<file path="src/rtl/sw_debounce_io.sv">
// Memory-mapped debouncer for ten board switches: 2-flop synchronizer, stability
// counter, DATA/CTRL register window and a level interrupt on accepted changes.
module sw_debounce_io #(
   parameter logic [15:0] BASE_ADDR = 16'hC000,
   parameter int          DB_CYCLES = 4
) (
   input  logic        clk,
   input  logic        rst,
   input  logic [9:0]  SW,
   input  logic [15:0] addr,
   input  logic        re,
   input  logic        we,
   input  logic [15:0] wdata,
   output logic [15:0] rdata,
   output logic [9:0]  sw_stable,
   output logic        irq
);

   localparam logic [7:0]  CNT_MAX   = 8'(DB_CYCLES);
   localparam logic [7:0]  CNT_LAST  = 8'(DB_CYCLES - 1);
   localparam logic [15:0] DATA_ADDR = BASE_ADDR;
   localparam logic [15:0] CTRL_ADDR = BASE_ADDR + 16'd1;

   logic [9:0] s1_q, s1_d;
   logic [9:0] s2_q, s2_d;
   logic [9:0] cand_q, cand_d;
   logic [7:0] cnt_q, cnt_d;
   logic [9:0] stable_q, stable_d;
   logic       chg_q, chg_d;
   logic       ien_q, ien_d;
   logic       irq_q, irq_d;

   logic       data_rd;
   logic       ctrl_rd;
   logic       ctrl_wr;
   logic       busy;
   logic       accept;
   logic       unused_wdata;

   assign unused_wdata = ^wdata[15:2];

   assign data_rd = re && (addr == DATA_ADDR);
   assign ctrl_rd = re && (addr == CTRL_ADDR);
   assign ctrl_wr = we && (addr == CTRL_ADDR);

   assign busy   = (cand_q != stable_q) || (s2_q != cand_q);
   assign accept = (s2_q == cand_q) && (cnt_q == CNT_LAST) && (cand_q != stable_q);

   // Any movement of the synchronized value restarts the stability count.
   always_comb begin
      s1_d   = SW;
      s2_d   = s1_q;
      cand_d = cand_q;
      cnt_d  = cnt_q;
      if (s2_q != cand_q) begin
         cand_d = s2_q;
         cnt_d  = 8'd0;
      end else if (cnt_q != CNT_MAX) begin
         cnt_d = cnt_q + 8'd1;
      end
   end

   // A same-edge acceptance outranks both the read-clear and the W1C clear.
   always_comb begin
      stable_d = accept ? cand_q : stable_q;
      ien_d    = ctrl_wr ? wdata[1] : ien_q;
      chg_d    = chg_q;
      if (accept) begin
         chg_d = 1'b1;
      end else if (data_rd || (ctrl_wr && wdata[0])) begin
         chg_d = 1'b0;
      end
      irq_d = chg_q & ien_q;
   end

   always_comb begin
      rdata = 16'h0000;
      if (data_rd) begin
         rdata = {6'b0, stable_q};
      end else if (ctrl_rd) begin
         rdata = {13'b0, busy, ien_q, chg_q};
      end
   end

   always_ff @(posedge clk or posedge rst) begin
      if (rst) begin
         s1_q     <= '0;
         s2_q     <= '0;
         cand_q   <= '0;
         cnt_q    <= '0;
         stable_q <= '0;
         chg_q    <= 1'b0;
         ien_q    <= 1'b0;
         irq_q    <= 1'b0;
      end else begin
         s1_q     <= s1_d;
         s2_q     <= s2_d;
         cand_q   <= cand_d;
         cnt_q    <= cnt_d;
         stable_q <= stable_d;
         chg_q    <= chg_d;
         ien_q    <= ien_d;
         irq_q    <= irq_d;
      end
   end

   assign sw_stable = stable_q;
   assign irq       = irq_q;

endmodule

</file>
<file path="config.mk">
export PLATFORM = sky130hd
export DESIGN_NAME = sw_debounce_io
export DESIGN_NICKNAME = d
export VERILOG_FILES = /design/src/rtl/sw_debounce_io.sv
export SDC_FILE = /design/constraint.sdc
export NUM_CORES = 1
export LEC_CHECK = 0
export CORE_UTILIZATION = 60
export DETAILED_ROUTE_END_ITERATION = 7
export DONT_BUFFER_PORTS = 1
export HOLD_SLACK_MARGIN = 0.05
export MAX_ROUTING_LAYER = met4
export PLACE_DENSITY = 0.84
export SLEW_MARGIN = 10
export SYNTH_ARGS = -nofsm -noshare
export SYNTH_HDL_FRONTEND = slang
export SYNTH_SLANG_ARGS = --single-unit
</file>
<file path="constraint.sdc">
create_clock -name clk -period 5.3 [get_ports clk]
set_input_delay 1.06 -clock clk [delete_from_list [all_inputs] [get_ports clk]]
set_output_delay 1.06 -clock clk [all_outputs]
set_load 0.01 [all_outputs]
</file>
==> key figures, run 1 <==
STA
  – Fin Clk Skew: roughly 0.012 ns
  – RSZ-0062 raised after global routing: false
  – Slew headroom: 33.1%
  – Endpoints failing setup: 0
  – Tcrit/Tclk final: 64.7%
  – Worst-margin pin slew: 1.00 ns
  – Worst hold slack: ~0.36 ns
  – Setup TNS: 0 ns
  – Max Transition Viols Final: 0
  – Period minus WS final: around 3.4 ns
  – Final hold vios: 0
  – Fmax: between 200 and 300 MHz

Cells and area
  – Share of layout cells above drive strength 1: about an eighth
  – Fin util: 64.4%
  – Fin nets: roughly 220
  – Most frequent cells in the layout: 51 x dfrtp_1, 18 x xnor2_1, 14 x nor2_1
  – Filler instances: ~270
  – Most common cell after layout, fill and taps aside: dfrtp_1
  – Area growth syn-to-layout: 1.27%
  – Non-Filler Instances: 217
  – N_diodes: 0

Worst setup path
  – CP arrival: 2.37 ns
  – WS Path Type: primary input to primary output
  – Worst Setup End Kind: primary output
  – Worst-path maximum fanout: 7
  – CP startpoint kind: primary input
  – WP data required: around 4.2 ns

Yosys
  – Synth Register Bits: 51
  – Synthesized area: 2170 um^2
  – Syn Area/Cell: 12.3 um^2
  – Synth area leader: dfrtp_1
  – Yosys top cell area share: about 60%
  – Synth warn: 0
  – Synth top area cells: dfrtp_1 59%, xnor2_1 7.3%, mux2_4 6.2%, xor2_1 3.2%, and2_1 2.6%
  – Mapped Cells: 177
  – Post-synthesis sequential area ratio: between 50% and 60%
  – Post-synth cell types: 30

Global routing
  – GRT Util Overall: about 20%
  – Vias in the first global route: ~1200
  – Largest net degree at the start of global routing: 52
  – First-pass GRT wire length: around 5700 um
  – Antenna violations before repair: 0
  – GRT overflow: 0

Floorplanning
  – I/O pin cnt: 73
  – Die width: 62.2 um
  – Num rows: 21
  – Die area: 3870 um^2
  – Initial Util: roughly 64%
  – Core ar.: around 3400 um^2
  – Die H: 62.2 um

Placed design
  – Port Buffer Count: 0
  – Gpl congestion: 0.793
  – Post-DP HPWL: ~2600 um
  – Cells after DPL: about 210

Clock network
  – CTS resizes: 0
  – CTS Sinks: 51
  – Clock buffer depth: 2
  – CTS Hold Bufs: 0
  – Clock Pin Slew Worst Setup and Hold Paths: around 0.13 ns
  – Total CTS buffers: 5
  – CTS tree: yes
  – Clock Latency Late Sink: ~0.37 ns
  – Setup bufs post-CTS: 0
  – CTS root buf: clkbuf_4
  – H-Tree Depth: 2

Min path
  – HP Class: flop to flop

Detailed routing
  – 1st-iter DRT viols: 32
  – Total wire length after detailed routing: ~3400 um
  – Routed vias: 1229
  – DRT Pass-1 Iters: 5
  – Final ANT Viol Nets: 0
  – Routed vias/inst: approximately 5.7
  – Drt drc: 0
  – WL/cell: 15.8 um

Power
  – Power per cell area: ~280 nW/um^2
  – P_leak: between 0.9 and 1 nW
  – VDD IR-drop max: 233 uV

Outcome
  – Status: complete, no violations

Job
  – Maxcap violations: 0
[final timing paths]
check | slack, ns | cells after the start | from | endpoint
setup / recovery | 1.87 | 5 | addr[7] | rdata[4]
hold / removal | 0.36 | 0 | s1_q[2]$_DFF_PP0_ | s2_q[2]$_DFF_PP0_
setup reg to reg | 2.71 | 5 | cand_q[2]$_DFFE_PP0N_ | sw_stable[9]$_DFFE_PP0P_
hold reg to reg | 0.36 | 0 | s1_q[2]$_DFF_PP0_ | s2_q[2]$_DFF_PP0_
max in group asynchronous | 3.89 | 1 | rst | cand_q[2]$_DFFE_PP0N_
min in group asynchronous | 0.78 | 1 | rst | s1_q[6]$_DFF_PP0_
[registers in the layout, indices dropped and copies added (netlist names)]
name / count
sw_stable: 10
irq: 1
s1_q: 10
cand_q: 10
chg_q: 1
s2_q: 10
cnt_q: 8
ien_q: 1
[kinds of logic (layout without fill, tap and decap cells)]
group / after synthesis / count (layout) / share of synthesized area, %
AOI/OAI and AO/OA: 6 / 6 / 1.84
xor gates and xnor gates: 26 / 26 / 10.5
adders and majority gates: 2 / 2 / 1.15
buffers and inverters: 23 / 12 / 5.70
DFF: 51 / 51 / 58.7
muxes: 14 / 14 / 8.64
other: 1 / 6 / 0.173
and+or+nand+nor: 54 / 54 / 13.3
[where the power goes]
group          switching, W  internal [W]
logic             0.0000158    0.00000929
registers        0.00000805      0.000401
clock network      0.000121     0.0000546
[critical path, stage by stage]
cell and delay (ns):
nor4_1 0.23, and3_1 0.25, nand3_1 0.16, nor2_1 0.41
and2_1 0.26
[area by class of cell]
cell class              instances  area [um^2]  area share [%]
multi-input cells             108          792            36.0
flip-flops and latches         51         1280            58.0
inverters                       4         15.0           0.682
well taps                      46         57.6            2.62
clock buffers                   5         37.5            1.71
clock inverters                 3         22.5            1.02
[metrics by stage]
step	instance area, um^2	worst slack (ns)	power (W)
after floorplan	2190	2.20	0.000442
after global placement	2140	1.97	0.000440
after detailed placement	2140	1.91	0.000442
after CTS	2200	1.90	0.000616
after global routing	2200	1.75	0.000639
final	2200	1.87	0.000609
[layer usage]
metal,share of wire (%),GRT usage (%),routed length [um],vias to the layer above
met1,38,21.8,1320,612
met5,0,-,0,-
li1,-,-,-,555
met2,52,33.5,1780,41
met3,4.7,6.25,160,21
met4,5.0,11.3,173,0
[cell usage after synthesis]
master / instances
ha_1: 2
a41oi_1: 1
mux2_1: 1
nand3b_1: 1
nor4_1: 5
conb_1: 1
mux2_2: 1
mux2_4: 9
nand2_1: 6
o21bai_1: 1
nor3_1: 2
a31oi_1: 1
dfrtp_1: 51
a21o_1: 1
a21oi_1: 1
inv_1: 4
xor2_1: 8
nor2_1: 14
o21ai_0: 1
or4b_1: 1
clkbuf_1: 11
and2_1: 9
mux2i_1: 3
nand3_1: 9
buf_4: 6
nor3_4: 1
buf_6: 2
and3_1: 2
nand4_1: 4
xnor2_1: 18
Power figures use the tool's default switching activity.
==> run 2, diff against run 1 <==
--- a/config.mk
+++ b/config.mk
@@ -5,12 +5,12 @@
 export SDC_FILE = /design/constraint.sdc
 export NUM_CORES = 1
 export LEC_CHECK = 0
-export CORE_UTILIZATION = 60
+export CORE_UTILIZATION = 56
 export DETAILED_ROUTE_END_ITERATION = 7
 export DONT_BUFFER_PORTS = 1
 export HOLD_SLACK_MARGIN = 0.05
 export MAX_ROUTING_LAYER = met4
-export PLACE_DENSITY = 0.84
+export PLACE_DENSITY = 0.82
 export SLEW_MARGIN = 10
 export SYNTH_ARGS = -nofsm -noshare
 export SYNTH_HDL_FRONTEND = slang
==> constraint.sdc (replaced) <==
create_clock -name clk -period 3 [get_ports clk]
set_input_delay 0.6 -clock clk [delete_from_list [all_inputs] [get_ports clk]]
set_output_delay 0.6 -clock clk [all_outputs]
set_load 0.01 [all_outputs]
==> run 2 against run 1 <==
Cell area rose by 1.9%. Largest cell class unchanged. Largest power group unchanged. Die area rose by 6.9%. Highest routed layer unchanged. Core utilization fell by 3.6 points. Register-to-register slack got worse by 2.2 ns. Wire length fell by 0.67%. Worst setup slack got worse by 1.4 ns.
==> key figures, run 2 (same netlist as run 1, synthesis figures left out) <==
Global routing
  – Antenna violations before repair: 0
  – First-pass GRT wire length: roughly 5700 um
  – GRT Util Overall: a little under a fifth
  – Largest net degree at the start of global routing: between 50 and 60
  – Vias in the first global route: between 1000 and 1500
  – GRT overflow: 0

Detailed routing
  – Routed vias: 1203
  – Routed vias/inst: 5.47
  – Final ANT Viol Nets: 0
  – Drt drc: 0
  – WL/cell: 15.5 um
  – Total wire length after detailed routing: between 3000 and 4000 um
  – DRT Pass-1 Iters: 6
  – 1st-iter DRT viols: 35

Clock network
  – CTS root buf: clkbuf_8
  – CTS tree: yes
  – Clock Latency Late Sink: approximately 0.3 ns
  – H-Tree Depth: 2
  – Clock buffer depth: 2
  – Total CTS buffers: 5
  – CTS resizes: 0
  – CTS Hold Bufs: 0
  – Clock Pin Slew Worst Setup and Hold Paths: ~0.090 ns
  – Setup bufs post-CTS: 0
  – CTS Sinks: just over 50

STA
  – Setup TNS: 0 ns
  – RSZ-0062 raised after global routing: false
  – Endpoints failing setup: 0
  – Worst-margin pin slew: around 1 ns
  – Period minus WS final: roughly 2.6 ns
  – Slew headroom: 33.2%
  – Max Transition Viols Final: 0
  – Final hold vios: 0
  – Tcrit/Tclk final: a little under nine tenths
  – Fin Clk Skew: about 0.004 ns
  – Fmax: 389 MHz

Power
  – Internal power: between 0.0008 and 0.0009 W
  – P_leak: 0.982 nW
  – Switching share of power: a little under a quarter
  – Power per cell area: approximately 510 nW/um^2
  – Sequential Power Share: approximately 63%
  – Psw: 0.000261 W
  – Combinational group share of total power: under 10%
  – VDD IR-drop max: 442 uV
  – Clock power share: about a third
  – Total Power: between 0.001 and 0.0015 W

Worst setup path
  – Critical-path top delay cell: nor4_1
  – Worst-path maximum fanout: 4
  – Worst setup path start: sw_stable[3]$_DFFE_PP0P_
  – Reg-to-reg endpoint: sw_stable[5]$_DFFE_PP0P_
  – Reg-to-Reg Start: cand_q[8]$_DFFE_PP0N_
  – Worst reg-to-reg setup slack: roughly 0.47 ns
  – CP startpoint kind: flop
  – WS Path Type: flop to primary output
  – WP data required: around 2.4 ns
  – Reg2reg path depth: 6
  – Crit-path cells: xnor2_1, nand4_1, nor4_1, a41oi_1
  – Worst Setup End Kind: primary output
  – CP arrival: around 2 ns
  – Delay of the slowest cell on the worst path: 0.55 ns

Min path
  – Hold Crit Depth: 0
  – HP Class: primary input to flop
  – Worst hold start: SW[1]
  – Hold worst-path end: s1_q[1]$_DFF_PP0_

Floorplanning
  – Initial Util: about three fifths
  – Die area: between 4000 and 5000 um^2
  – Core ar.: about 3700 um^2
  – Die H: roughly 64 um
  – Die width: about 64 um
  – Num rows: 22
  – I/O pin cnt: 73

Cells and area
  – Fin nets: 219
  – Area growth syn-to-layout: 3.22%
  – Most frequent cells in the layout: 51 x dfrtp_1, 18 x xnor2_1, 14 x nor2_1
  – N_diodes: 0
  – Share of layout cells above drive strength 1: 12.2%
  – Most common cell after layout, fill and taps aside: dfrtp_1
  – Filler instances: 281

Placed design
  – Port Buffer Count: 0
  – Post-DP HPWL: about 2500 um
  – Gpl congestion: ~0.75

Job
  – Maxcap violations: 0

Outcome
  – Status: complete, no violations
run 2: worst max path at each step:
stage / endpoint / slack [ns]
2_1_floorplan: rdata[2] / 0.82
3_3_place_gp: rdata[3] / 0.48
3_5_place_dp: rdata[4] / 0.45
4_1_cts: rdata[2] / 0.41
5_1_grt: rdata[4] / 0.23
6_report: rdata[2] / 0.43
run 2: power groups by stage:
stage          clock (W)  combinational (W)  sequential, W
5_1_grt         0.000426          0.0000507       0.000724
3_5_place_dp           0          0.0000448       0.000736
3_3_place_gp           0          0.0000441       0.000734
6_report        0.000386          0.0000441       0.000722
4_1_cts         0.000398          0.0000452       0.000722
2_1_floorplan          0          0.0000487       0.000732
run 2: routing by layer:
| metal | track usage, % | wire [um] |
|---|---|---|
| met3 | 5.54 | 133 |
| met1 | 21.2 | 1410 |
| met5 | - | 0 |
| met4 | 8.61 | 60 |
| met2 | 32.0 | 1800 |
run 2: layout make-up:
type | count | area (um^2) | area share, %
sequential | 51 | 1280 | 56.9
multi-input combinational | 108 | 792 | 35.3
clock buffer | 5 | 68.8 | 3.07
tap | 48 | 60.1 | 2.68
clock inverter | 3 | 23.8 | 1.06
inverter | 4 | 15.0 | 0.669
timing repair buffer | 1 | 7.51 | 0.335
run 2: stage by stage:
| step | hold WS [ns] | setup WS [ns] | cell area (um^2) | util, % | instances |
|---|---|---|---|---|---|
| after floorplan | 0.331 | 0.819 | 2190 | - | 182 |
| after global placement | 0.331 | 0.484 | 2150 | 58.3 | 212 |
| after detailed placement | 0.335 | 0.454 | 2150 | 58.3 | 212 |
| after CTS | 0.305 | 0.409 | 2240 | 60.8 | 220 |
| after global routing | 0.295 | 0.227 | 2240 | 60.8 | 220 |
| final | 0.314 | 0.430 | 2240 | 60.8 | 220 |
run 2: worst max-delay path, delay by kind of cell (launching register included):
| family | cells | cell delay [ns] |
|---|---|---|
| AOI/OAI and AO/OA | 1 | 0.35 |
| DFF | 1 | 0.47 |
| and+or+nand+nor | 2 | 0.66 |
| xor gates and xnor gates | 1 | 0.19 |
==> run 3, diff against run 2 <==
--- a/config.mk
+++ b/config.mk
@@ -5,12 +5,12 @@
 export SDC_FILE = /design/constraint.sdc
 export NUM_CORES = 1
 export LEC_CHECK = 0
-export CORE_UTILIZATION = 56
+export CORE_UTILIZATION = 60
 export DETAILED_ROUTE_END_ITERATION = 7
 export DONT_BUFFER_PORTS = 1
 export HOLD_SLACK_MARGIN = 0.05
 export MAX_ROUTING_LAYER = met4
-export PLACE_DENSITY = 0.82
+export PLACE_DENSITY = 0.84
 export SLEW_MARGIN = 10
 export SYNTH_ARGS = -nofsm -noshare
 export SYNTH_HDL_FRONTEND = slang
==> constraint.sdc (replaced) <==
create_clock -name clk -period 2.4 [get_ports clk]
set_input_delay 0.48 -clock clk [delete_from_list [all_inputs] [get_ports clk]]
set_output_delay 0.48 -clock clk [all_outputs]
set_load 0.01 [all_outputs]
==> run 3 against run 2 <==
Wire length decreased by 0.15%. Global-route usage up 1.8 points. Total power rose by 17%. Sequential share of layout area shrank 0.26 points. Worst setup slack got worse by 0.28 ns. Critical path depth rose by 1. Critical endpoint unchanged. Largest cell class unchanged. Largest power group unchanged. Highest routed layer unchanged.
==> key figures, run 3 (same netlist as run 1, synthesis figures left out) <==
Worst setup path
  – Reg-to-reg endpoint: sw_stable[8]$_DFFE_PP0P_
  – Crit-path cells: xnor2_1, nand4_1, nor4_2, buf_4, a41oi_1
  – WS Path Type: flop to primary output
  – WP data required: around 1.9 ns
  – Delay of the slowest cell on the worst path: slightly below 0.5 ns
  – Critical-path top delay cell: dfrtp_1
  – Worst-path maximum fanout: 4
  – CP startpoint kind: flop
  – Worst reg-to-reg setup slack: between 0.2 and 0.3 ns
  – Worst Setup End Kind: primary output
  – Reg-to-Reg Start: cand_q[8]$_DFFE_PP0N_
  – CP arrival: 1.77 ns
  – Reg2reg path depth: 6

Power
  – Switching share of power: a little under a quarter
  – Internal power: 0.00103 W
  – Combinational group share of total power: between 4 and 5%
  – Clock power share: between 20% and 30%
  – Psw: roughly 0.00032 W
  – Sequential Power Share: approximately two thirds
  – VDD IR-drop max: ~470 uV
  – P_leak: ~1 nW
  – Power per cell area: roughly 600 nW/um^2

Clock network
  – CTS Sinks: 51
  – Clock buffer depth: 2
  – Setup bufs post-CTS: 0
  – Clock Latency Late Sink: 0.38 ns
  – CTS root buf: clkbuf_4
  – CTS tree: yes
  – Clock Pin Slew Worst Setup and Hold Paths: roughly 0.15 ns
  – CTS Hold Bufs: 0
  – Total CTS buffers: 5
  – H-Tree Depth: 2

Cells and area
  – Non-Filler Instances: approximately 220
  – Most common cell after layout, fill and taps aside: dfrtp_1
  – Most frequent cells in the layout: 50 x dfrtp_1, 18 x xnor2_1, 13 x nor2_1
  – Share of layout cells above drive strength 1: 16.4%
  – Area growth syn-to-layout: 3.80%
  – Fin nets: 224
  – Final Cell Area: 2260 um^2
  – Fin util: about two thirds
  – N_diodes: 0

STA
  – Slew headroom: approximately 56%
  – Max Transition Viols Final: 0
  – Endpoints failing setup: 0
  – Period minus WS final: approximately 2.3 ns
  – Tcrit/Tclk final: between 90% and 100%
  – Fmax: roughly 440 MHz
  – Fin Clk Skew: 0.0163 ns
  – Final hold vios: 0
  – RSZ-0062 raised after global routing: false
  – Setup TNS: 0 ns
  – Final worst slack: between 0.1 and 0.15 ns
  – Worst-margin pin slew: between 0.6 and 0.7 ns

Global routing
  – GRT Max-Usage Layer: met2
  – GRT overflow: 0
  – Largest net degree at the start of global routing: 35
  – GRT met3 Usage: 8.09%
  – GRT Util Overall: a little over a fifth
  – Antenna violations before repair: 0
  – Vias in the first global route: 1261
  – Grt met2 use: around 34%
  – First-pass GRT wire length: 5840 um
  – Met1 Resource Use GR: a little under a quarter

Floorplanning
  – Initial Util: 63.6%
  – Core ar.: around 3400 um^2
  – Num rows: 21
  – Die H: between 60 and 70 um
  – Die area: around 3900 um^2
  – Die width: between 60 and 70 um
  – I/O pin cnt: 73

Detailed routing
  – Routed vias: between 1000 and 1500
  – Final ANT Viol Nets: 0
  – Routed vias/inst: ~5.4
  – DRT Pass-1 Iters: 4
  – Drt drc: 0
  – Total wire length after detailed routing: ~3400 um
  – WL/cell: roughly 15 um
  – 1st-iter DRT viols: 35

Outcome
  – Status: complete, no violations

Min path
  – HP Class: primary input to async pin

Placed design
  – Post-DP HPWL: ~2600 um
  – Gpl congestion: 0.802
  – Port Buffer Count: 0
  – Post-DP Area: approximately 2200 um^2
  – Pre-CTS setup slack: around 0.19 ns
  – Cells after DPL: around 220

Job
  – Maxcap violations: 0
run 3: changes by cell type in the layout (fill, tap and decap cells not counted), moves of 2 or more:
cell / before / now
clkinvlp_4: 2 / 0
clkbuf_8: 5 / 0
clkbuf_4: 0 / 5
buf_4: 1 / 6
run 3: layer usage:
layer	share of wire, %	up-vias
met2	52	34
met3	5.8	10
li1	-	572
met4	2.6	0
met1	40	584
met5	0	-
run 3: stage by stage:
step,power [W],hold slack [ns]
detailed placement,0.000979,0.335
CTS,0.00137,0.0604
floorplan,0.000976,0.331
global placement,0.000974,0.331
finish,0.00135,0.0524
global route,0.00142,0.0616
run 3: how the worst max path moves through the flow:
stage	startpoint	endpoint	slack (ns)
3_3_place_gp	addr[7]	rdata[7]	0.23
3_5_place_dp	addr[1]	rdata[5]	0.19
5_1_grt	sw_stable[1]$_DFFE_PP0P_	rdata[2]	0.003
2_1_floorplan	cand_q[0]$_DFFE_PP0N_	sw_stable[0]$_DFFE_PP0P_	0.32
6_report	sw_stable[2]$_DFFE_PP0P_	rdata[2]	0.15
4_1_cts	sw_stable[2]$_DFFE_PP0P_	rdata[2]	0.11
run 3: power groups by stage:
stage / Clock [W] / Sequential [W] / Combinational, W
final: 0.000390 / 0.000903 / 0.0000583
after global routing: 0.000445 / 0.000907 / 0.0000666
after CTS: 0.000404 / 0.000904 / 0.0000587
after detailed placement: 0 / 0.000921 / 0.0000585
after global placement: 0 / 0.000918 / 0.0000567
after floorplan: 0 / 0.000915 / 0.0000609
run 3: critical path: cells and delay by family (launching register included):
| family | cells | cell delay, ns |
|---|---|---|
| DFF | 1 | 0.49 |
| and+or+nand+nor | 2 | 0.35 |
| AOI/OAI and AO/OA | 1 | 0.20 |
| xor gates and xnor gates | 1 | 0.19 |
| buffers and inverters | 1 | 0.16 |
run 3: area by class of cell:
cell class                 instances  area (um^2)
fill                             250         1160
inverter                           4         15.0
tap                               46         57.6
timing repair buffer               6         45.0
sequential                        51         1280
multi-input combinational        108          801
clock buffer                       5         37.5
clock inverter                     3         22.5
run 3: repair_timing:
item,in CTS,in global routing
endpoints found under the setup margin,0,8
gates resized for setup,0,3
endpoints found under the hold margin,0,0
